<file path="src/rtl/mvma_stream_driver_if.sv">
// Stream bundle between the driver and the MVMA accelerator: operand path (m_*) and result path (s_*).
interface mvma_stream_driver_if #(
  parameter int IN_W  = 8,
  parameter int OUT_W = 16
);
  logic             m_valid;
  logic             m_ready;
  logic [IN_W-1:0]  m_data;
  logic             s_valid;
  logic             s_ready;
  logic [OUT_W-1:0] s_data;
  logic             s_overflow;

  modport master (
    output m_valid, m_data, s_ready,
    input  m_ready, s_valid, s_data, s_overflow
  );

  modport slave (
    input  m_valid, m_data, s_ready,
    output m_ready, s_valid, s_data, s_overflow
  );
endinterface

</file>
<file path="src/rtl/mvma_stream_driver.sv">
// Streams a host-loaded operand image (A, b, x) into the MVMA accelerator and collects N results + overflow flags.
// First word the cycle after start; done NW+N+1 cycles after start when unstalled; m_ready stalls SEND, sink_hold stalls RECV.
module mvma_stream_driver #(
  parameter  int N     = 3,
  parameter  int IN_W  = 8,
  parameter  int OUT_W = 16,
  localparam int NW    = N*N + 2*N,
  localparam int AW    = $clog2(NW),
  localparam int RW    = $clog2(N)
) (
  input  logic                  clk,
  input  logic                  reset_n,
  input  logic                  ld_en,
  input  logic [AW-1:0]         ld_addr,
  input  logic [IN_W-1:0]       ld_data,
  input  logic                  start,
  input  logic                  sink_hold,
  input  logic [RW-1:0]         rd_addr,
  output logic [OUT_W-1:0]      rd_data,
  output logic                  rd_ovf,
  output logic                  busy,
  output logic                  done,
  output logic                  ovf_any,
  mvma_stream_driver_if.master  st
);

  localparam logic [1:0] IDLE = 2'd0;
  localparam logic [1:0] SEND = 2'd1;
  localparam logic [1:0] RECV = 2'd2;
  localparam logic [1:0] DONE = 2'd3;

  localparam logic [AW-1:0] LAST_SEND = AW'(NW - 1);
  localparam logic [RW-1:0] LAST_RECV = RW'(N - 1);

  logic [1:0]       state;
  logic [AW-1:0]    send_idx;
  logic [RW-1:0]    recv_idx;
  logic [IN_W-1:0]  opbuf [NW];
  logic [OUT_W-1:0] res   [N];
  logic [N-1:0]     ovfbuf;
  logic             ld_ok;
  logic             rd_hit;
  logic             accept;

  assign ld_ok  = ld_en && ((state == IDLE) || (state == DONE)) && (int'(ld_addr) < NW);
  assign rd_hit = int'(rd_addr) < N;
  assign accept = st.s_valid && st.s_ready;

  // Stream outputs decode straight from state so an async reset drops m_valid immediately.
  assign st.m_valid = (state == SEND);
  assign st.m_data  = opbuf[send_idx];
  assign st.s_ready = (state == RECV) && !sink_hold;
  assign busy       = (state == SEND) || (state == RECV);
  assign done       = (state == DONE);

  // Operand image survives reset so the host need not reload after an abort.
  always_ff @(posedge clk) begin
    if (ld_ok) begin
      opbuf[ld_addr] <= ld_data;
    end
  end

  always_ff @(posedge clk or negedge reset_n) begin
    if (!reset_n) begin
      state    <= IDLE;
      send_idx <= '0;
      recv_idx <= '0;
      ovf_any  <= 1'b0;
      res      <= '{default: '0};
      ovfbuf   <= '0;
      rd_data  <= '0;
      rd_ovf   <= 1'b0;
    end else begin
      rd_data <= rd_hit ? res[rd_addr] : '0;
      rd_ovf  <= rd_hit ? ovfbuf[rd_addr] : 1'b0;

      case (state)
        IDLE, DONE: begin
          if (start) begin
            state    <= SEND;
            send_idx <= '0;
            recv_idx <= '0;
            ovf_any  <= 1'b0;
          end
        end
        SEND: begin
          // Index holds at the last word rather than wrapping.
          if (st.m_ready) begin
            if (send_idx == LAST_SEND) begin
              state <= RECV;
            end else begin
              send_idx <= send_idx + AW'(1);
            end
          end
        end
        RECV: begin
          if (accept) begin
            res[recv_idx]    <= st.s_data;
            ovfbuf[recv_idx] <= st.s_overflow;
            ovf_any          <= ovf_any | st.s_overflow;
            if (recv_idx == LAST_RECV) begin
              state <= DONE;
            end else begin
              recv_idx <= recv_idx + RW'(1);
            end
          end
        end
        default: state <= IDLE;
      endcase
    end
  end

endmodule
</file>
<file path="src/flat_wrapper.sv">
// flat-port wrapper written by rule: the top's interface ports become plain ports
module mvma_stream_driver_flat 
#(
  parameter  int N     = 3,
  parameter  int IN_W  = 8,
  parameter  int OUT_W = 16,
  localparam int NW    = N*N + 2*N,
  localparam int AW    = $clog2(NW),
  localparam int RW    = $clog2(N)
)
  (clk, reset_n, ld_en, ld_addr, ld_data, start, sink_hold, rd_addr, rd_data, rd_ovf, busy, done, ovf_any, st_m_valid, st_m_data, st_s_ready, st_m_ready, st_s_valid, st_s_data, st_s_overflow);
  mvma_stream_driver_if #(.IN_W(IN_W), .OUT_W(OUT_W)) st_i ();
  input  logic clk;
  input  logic reset_n;
  input  logic ld_en;
  input  logic [AW-1:0] ld_addr;
  input  logic [IN_W-1:0] ld_data;
  input  logic start;
  input  logic sink_hold;
  input  logic [RW-1:0] rd_addr;
  output logic [OUT_W-1:0] rd_data;
  output logic rd_ovf;
  output logic busy;
  output logic done;
  output logic ovf_any;
  output wire logic [$bits(st_i.m_valid)-1:0] st_m_valid;
  output wire logic [$bits(st_i.m_data)-1:0] st_m_data;
  output wire logic [$bits(st_i.s_ready)-1:0] st_s_ready;
  input wire logic [$bits(st_i.m_ready)-1:0] st_m_ready;
  input wire logic [$bits(st_i.s_valid)-1:0] st_s_valid;
  input wire logic [$bits(st_i.s_data)-1:0] st_s_data;
  input wire logic [$bits(st_i.s_overflow)-1:0] st_s_overflow;
  assign st_m_valid = st_i.m_valid;
  assign st_m_data = st_i.m_data;
  assign st_s_ready = st_i.s_ready;
  assign st_i.m_ready = st_m_ready;
  assign st_i.s_valid = st_s_valid;
  assign st_i.s_data = st_s_data;
  assign st_i.s_overflow = st_s_overflow;
  mvma_stream_driver #(.N(N), .IN_W(IN_W), .OUT_W(OUT_W)) u_core (.clk(clk), .reset_n(reset_n), .ld_en(ld_en), .ld_addr(ld_addr), .ld_data(ld_data), .start(start), .sink_hold(sink_hold), .rd_addr(rd_addr), .rd_data(rd_data), .rd_ovf(rd_ovf), .busy(busy), .done(done), .ovf_any(ovf_any), .st(st_i));
endmodule
</file>
<file path="config.mk">
export PLATFORM = sky130hd
export DESIGN_NAME = mvma_stream_driver_flat
export DESIGN_NICKNAME = d
export VERILOG_FILES = /design/src/rtl/mvma_stream_driver_if.sv /design/src/rtl/mvma_stream_driver.sv /design/src/flat_wrapper.sv
export SDC_FILE = /design/constraint.sdc
export NUM_CORES = 1
export LEC_CHECK = 0
export CAP_MARGIN = 0
export CORE_ASPECT_RATIO = 1.1
export CORE_MARGIN = 3
export CORE_UTILIZATION = 62
export DETAILED_ROUTE_END_ITERATION = 12
export HOLD_SLACK_MARGIN = 0.03
export PLACE_DENSITY = 0.85
export SLEW_MARGIN = 10
export SYNTH_ARGS = -nofsm -noshare
export SYNTH_HDL_FRONTEND = slang
export SYNTH_SLANG_ARGS = --single-unit
</file>
<file path="constraint.sdc">
create_clock -name clk -period 5.7 [get_ports clk]
set_input_delay 1.14 -clock clk [delete_from_list [all_inputs] [get_ports clk]]
set_output_delay 1.14 -clock clk [all_outputs]
set_load 0.005 [all_outputs]
</file>
* After elaboration in Yosys (flattened, before gate mapping)
Memory sizes are Yosys's and may differ from the RTL's.
Index checks and enable logic that the tools add are counted.
** Storage, ports and cells
- Input port bits :: 38
- Memory bits (writable) :: 120
- Register bits after elaboration :: 77
- Word-level logic and storage cells :: 86
- Memories :: 1
** Memories
- u_core.opbuf :: depth 15, bits a word 8, rd ports 1, clocked after memory_dff 0, write ports 1, RTL line mvma_stream_driver.sv:38 : logic [IN_W-1:0] opbuf [NW];
** Operators by class
- Bitwise logic cells :: 3
- Muxes and demuxes :: 32
- $add $sub $neg :: 2
- Reduce and logical (&&, ||, !) cells :: 18
- Order comparisons :: 8
- Eq/ne operators :: 12
** Operators with widths (count)
- 16-bit 2-to-1 mux :: 4
- 48-bit bitwise mux :: 1
- 16-bit binary-select mux with 2-bit select :: 1
- 16-bit demux with 2-bit select :: 1
- 2-bit 2-to-1 mux :: 8
- 4-bit 2-to-1 mux :: 3
- 2-bit != test (second input constant) :: 4
- 4-bit one-hot mux with 2 select lines :: 1
- 4-bit AND reduction :: 2
- 1-bit 2-to-1 mux :: 7
- 2-bit equality test (second input constant) :: 3
- 3-bit greater-or-equal comparator (second input constant) :: 2
- 1-bit logical AND :: 6
- 2-bit by 3-bit < comparator with 1-bit output (second input constant) :: 2
- 2-bit by 1-bit != test with 1-bit output (second input constant) :: 3
- 2-bit inverter with 3-bit output :: 2
- 2-bit one-hot mux with 3 select lines :: 1
- 5-bit AND reduction :: 1
- 4-bit by 1-bit adder with 4-bit output (second input constant) :: 1
- 4-bit equality test (second input constant) :: 1
- 4-bit < comparator (second input constant) :: 1
- 2-bit one-hot mux with 2 select lines :: 1
- 2-bit nonzero test :: 2
- 3-bit bitwise mux :: 1
- other kinds (15) :: 16

* Logic depth before layout (Yosys ltp)
- Depth in word-level cells :: 6
- Mapped depth :: 9

* Least setup slack after synthesis
No wires, ideal clock.
- Path kind :: input to register
- Start :: input ld_addr[2]
- End :: memory u_core.opbuf[0][0] (enable)
- Setup time :: 0.383 ns
- Arrival :: 2.170 ns
- Buffers on the path :: 0
- Slack :: 3.147 ns
- Data required time :: 5.317 ns
- Stages :: 2
- Path through :: or3_1 nor3_1
** On the way
- Cells in the longest elaborated chain, start to end :: 4
** RTL lines
- start, declared :: RTL line flat_wrapper.sv:16 : input logic [AW-1:0] ld_addr;
- 4-bit < comparator :: RTL line mvma_stream_driver.sv:45 : assign ld_ok = ld_en && ((state == IDLE) || (state == DONE)) && (int'(ld_addr) < NW);
- 1-bit logical AND :: RTL line mvma_stream_driver.sv:45
- 1-bit 2-to-1 mux :: RTL line mvma_stream_driver.sv:58 : if (ld_ok) begin
- 1-bit 2-to-1 mux (not written as such) :: RTL line mvma_stream_driver.sv:59 : opbuf[ld_addr] <= ld_data;
- end, declared :: RTL line mvma_stream_driver.sv:38
Parallel ways exist; a longest one is shown, timed or not.

* Worst setup path after layout
- Start :: register u_core.send_idx[0]
- End :: output st_m_data[4]
** On the way
- Cells in the longest elaborated chain, start to end :: 1
** RTL lines
- start, declared :: RTL line mvma_stream_driver.sv:36 : logic [AW-1:0] send_idx;
- start signal, assigned :: RTL line mvma_stream_driver.sv:92 : send_idx <= send_idx + AW'(1);
- memory 15 x 8 bit
- end, declared :: RTL line flat_wrapper.sv:27 : output wire logic [$bits(st_i.m_data)-1:0] st_m_data;
No other way between the ends.

==> impl_metrics.tcl <==
set metrics [dict create \
    max_stage_delay_ns 1.09 \
    seq_area_frac_synth 0.687 \
    place.gp.congestion 0.848 \
    drive_gt1_frac 0.203 \
    worstPathCellList "mux4_1 -> a22oi_1 -> o211ai_1 -> clkdlybuf4s50_1" \
    power_density_mw_per_mm2 414 \
    wl_per_cell_um 22.6 \
    track_usage 0.244 \
    cts.hold.buffers_added 0 \
    cts_root_buf "clkbuf_16" \
    outcome "complete, no violations" \
    cts_setup_buffers 0 \
    routed_wl_mm 16.3 \
    vias 4426 \
    viasPerCell 6.11 \
    fin_tns_setup_ns 0 \
    synth_cell_type_count 39 \
    ioPinCount 68 \
    multi_input_area_mm2 0.00236 \
    slew_viol_final 0 \
    yosysWarnings 0 \
    ant_nets 0 \
    numCtsBuffers 17 \
    core-area_mm2 0.0126 \
    muxShareOfSynthArea 0.187 \
    cts_max_path_buffers 2 \
    syn-cell-area_mm2 0.00806 \
    synthXorXnorAreaFrac 0 \
    maxCapViolCount 0 \
    finClkSkew_ns 0.00811 \
    tightest_slew_ns 1.09 \
    slew_headroom 0.272 \
    crit_fanout 35 \
    cts_resized 0 \
    finalHoldViolCount 0 \
    timing.fmax_mhz 238 \
    dr.pass1.iters 7 \
    synth-main-ff-cell "edfxtp_1" \
    min_period_ns 4.21 \
    fp.dieH_um 126 \
    clk-insertion-delay-late_ns 0.44 \
    synth-simple-area-share 0.0523 \
    start_util 0.637 \
    n_antenna_cell 0 \
    dieArea_mm2 0.0144 \
    grt_pass1_wl_mm 25.9 \
    synth_top_family_by_area "multiplexers" \
    drc 0 \
    instances_no_fill 724 \
    synth_area_per_cell_um2 16.7 \
    ff_latch_area_mm2 0.00553 \
    placementRows 43 \
    cts_htree_levels 4 \
    post-place-ws_ns 1.94 \
    areaGrowthSynthToFinish_pct 16.4 \
    fin_util 0.742 \
    cpMaxStageDelayCell "dfrtp_2" \
    peakVddDrop_v 0.000318 \
    start_kind "flop" \
    finalWorstSetupSlack_ns 1.49 \
    ys_seq_elements 197 \
    setup_viol 0 \
    drt_iter0_drc 302 \
    yosys.area_share.adder 0.0140 \
    antenna_found_initial 0 \
    grt_setup_unrepaired "false" \
    path_clk_slew_ns 0.07 \
    synth_cells 482 \
    synth_edf_count 120 \
    port_buffers 67 \
    synthArstFlopShare 0.391 \
    grt_max_degree 78 \
    cts_sinks 197 \
    p_leak_nw 3.71 \
    crit_family "flip-flops" \
    dpl.cell_count 692 \
    hp-class "reg -> reg" \
    hpwl_mm 10.6 \
    end_kind "primary output" \
    cp.required_ns 4.56 \
    cts_tree "built" \
    crit_type "reg -> out" \
    nFillCells 754 \
    synth_compound_area_frac 0.0391 \
    die_w_um 115 \
    crit_buf_inv 1 \
    final_cell_mix "edfxtp_1 (120), dfrtp_1 (76), clkdlybuf4s50_1 (66), nand2_1 (34), mux2_2 (31)" \
    finalCritPeriodShare 0.739 \
    critical_path_arrival_ns 3.07 \
    layout_commonest_cell "edfxtp_1" \
    fin_nets 601 \
    syn_nets 529 \
    grt-ovfl-total 0 \
    grt_pass1_vias 4784 \
]
## power by group
part,switching [mW],internal [mW],leakage [nW]
Combinational,0.410,0.531,1.34
Sequential,0.159,1.67,2.11
Clock,0.543,0.570,0.264
Total,1.11,2.77,3.71
## flip-flops by register name, indices dropped and copies added (netlist names)
signal	count
u_core.rd_data	16
u_core.opbuf	120
u_core.recv_idx	2
u_core.rd_ovf	1
u_core.send_idx	4
u_core.ovf_any	1
u_core.ovfbuf	3
u_core.res	48
u_core.state	2
## layout make-up
type / count / area share
Inverter: 9 / 0.00360
Sequential cell: 197 / 0.590
Timing Repair Buffer: 73 / 0.0761
Clock buffer: 18 / 0.0458
Multi-Input combinational cell: 256 / 0.252
Tap cell: 157 / 0.0209
Clock inverter: 14 / 0.0121
## per-layer routing
layer / vias up / part of all wire / wire length (um) / global-route usage
met3: 38 / 0.065 / 1060 / 0.0678
met5: - / 0 / 0 / 0
met1: 2253 / 0.39 / 6390 / 0.302
li1: 1969 / - / - / -
met2: 166 / 0.51 / 8390 / 0.399
met4: 0 / 0.031 / 504 / 0.112
## cells by family (layout without fill, tap and decap cells)
| family | count (synthesis) | count (layout) |
|---|---|---|
| compound gates | 53 | 53 |
| fa+ha+maj | 9 | 9 |
| buf+inv | 29 | 114 |
| flops | 197 | 197 |
| mux | 105 | 105 |
| simple gates | 89 | 89 |
## cells in the mapped netlist (2+ instances only)
cell / n / area [um2]
a21oi_1: 12 / 60.1
a22oi_1: 8 / 60.1
buf_2: 9 / 45.0
buf_6: 4 / 45.0
clkbuf_1: 4 / 15.0
dfrtp_1: 77 / 1930
edfxtp_1: 120 / 3600
ha_1: 9 / 113
inv_1: 9 / 33.8
mux2_2: 31 / 349
mux2_4: 20 / 300
mux2i_1: 30 / 300
mux4_1: 4 / 105
mux4_2: 20 / 450
nand2_1: 34 / 128
nand2_4: 2 / 22.5
nand2b_1: 3 / 18.8
nand3_1: 6 / 30.0
nand4b_1: 2 / 17.5
nor2_1: 27 / 101
nor2b_1: 3 / 18.8
nor3_1: 4 / 20.0
o211ai_1: 8 / 60.1
o21ai_0: 20 / 100
o22ai_1: 2 / 12.5
## worst reg2reg max path, delay by kind of cell, from the launching register on
family / cells / cell delay, ns
DFF: 1 / 0.41
buffers and inverters: 1 / 0.09
and+or+nand+nor: 3 / 1.27
adders and majority gates: 1 / 0.53
## final timing paths
check | startpoint | endpoint | slack, ns | cells past startpoint
worst max-delay path | u_core.send_idx[0] | st_m_data[4] | 1.49 | 4
worst min-delay path | u_core.res[20] | u_core.rd_data[4] | 0.49 | 2
worst max register to register | u_core.state[0] | u_core.opbuf[1][1] | 3.03 | 5
worst min register to register | u_core.res[20] | u_core.rd_data[4] | 0.49 | 2
max in group asynchronous | reset_n | u_core.send_idx[0] | 4.20 | 1
min in group asynchronous | reset_n | u_core.res[20] | 0.84 | 1
## through the flow
step | area [um2] | hold slack, ns | total power, mW
floorplan | 8060 | 0.444 | 2.44
global placement | 8830 | 0.465 | 2.74
detailed placement | 8830 | 0.477 | 2.79
CTS | 9370 | 0.498 | 3.90
global route | 9380 | 0.515 | 4.05
finish | 9380 | 0.493 | 3.88
(Power assumes the default switching activity.)
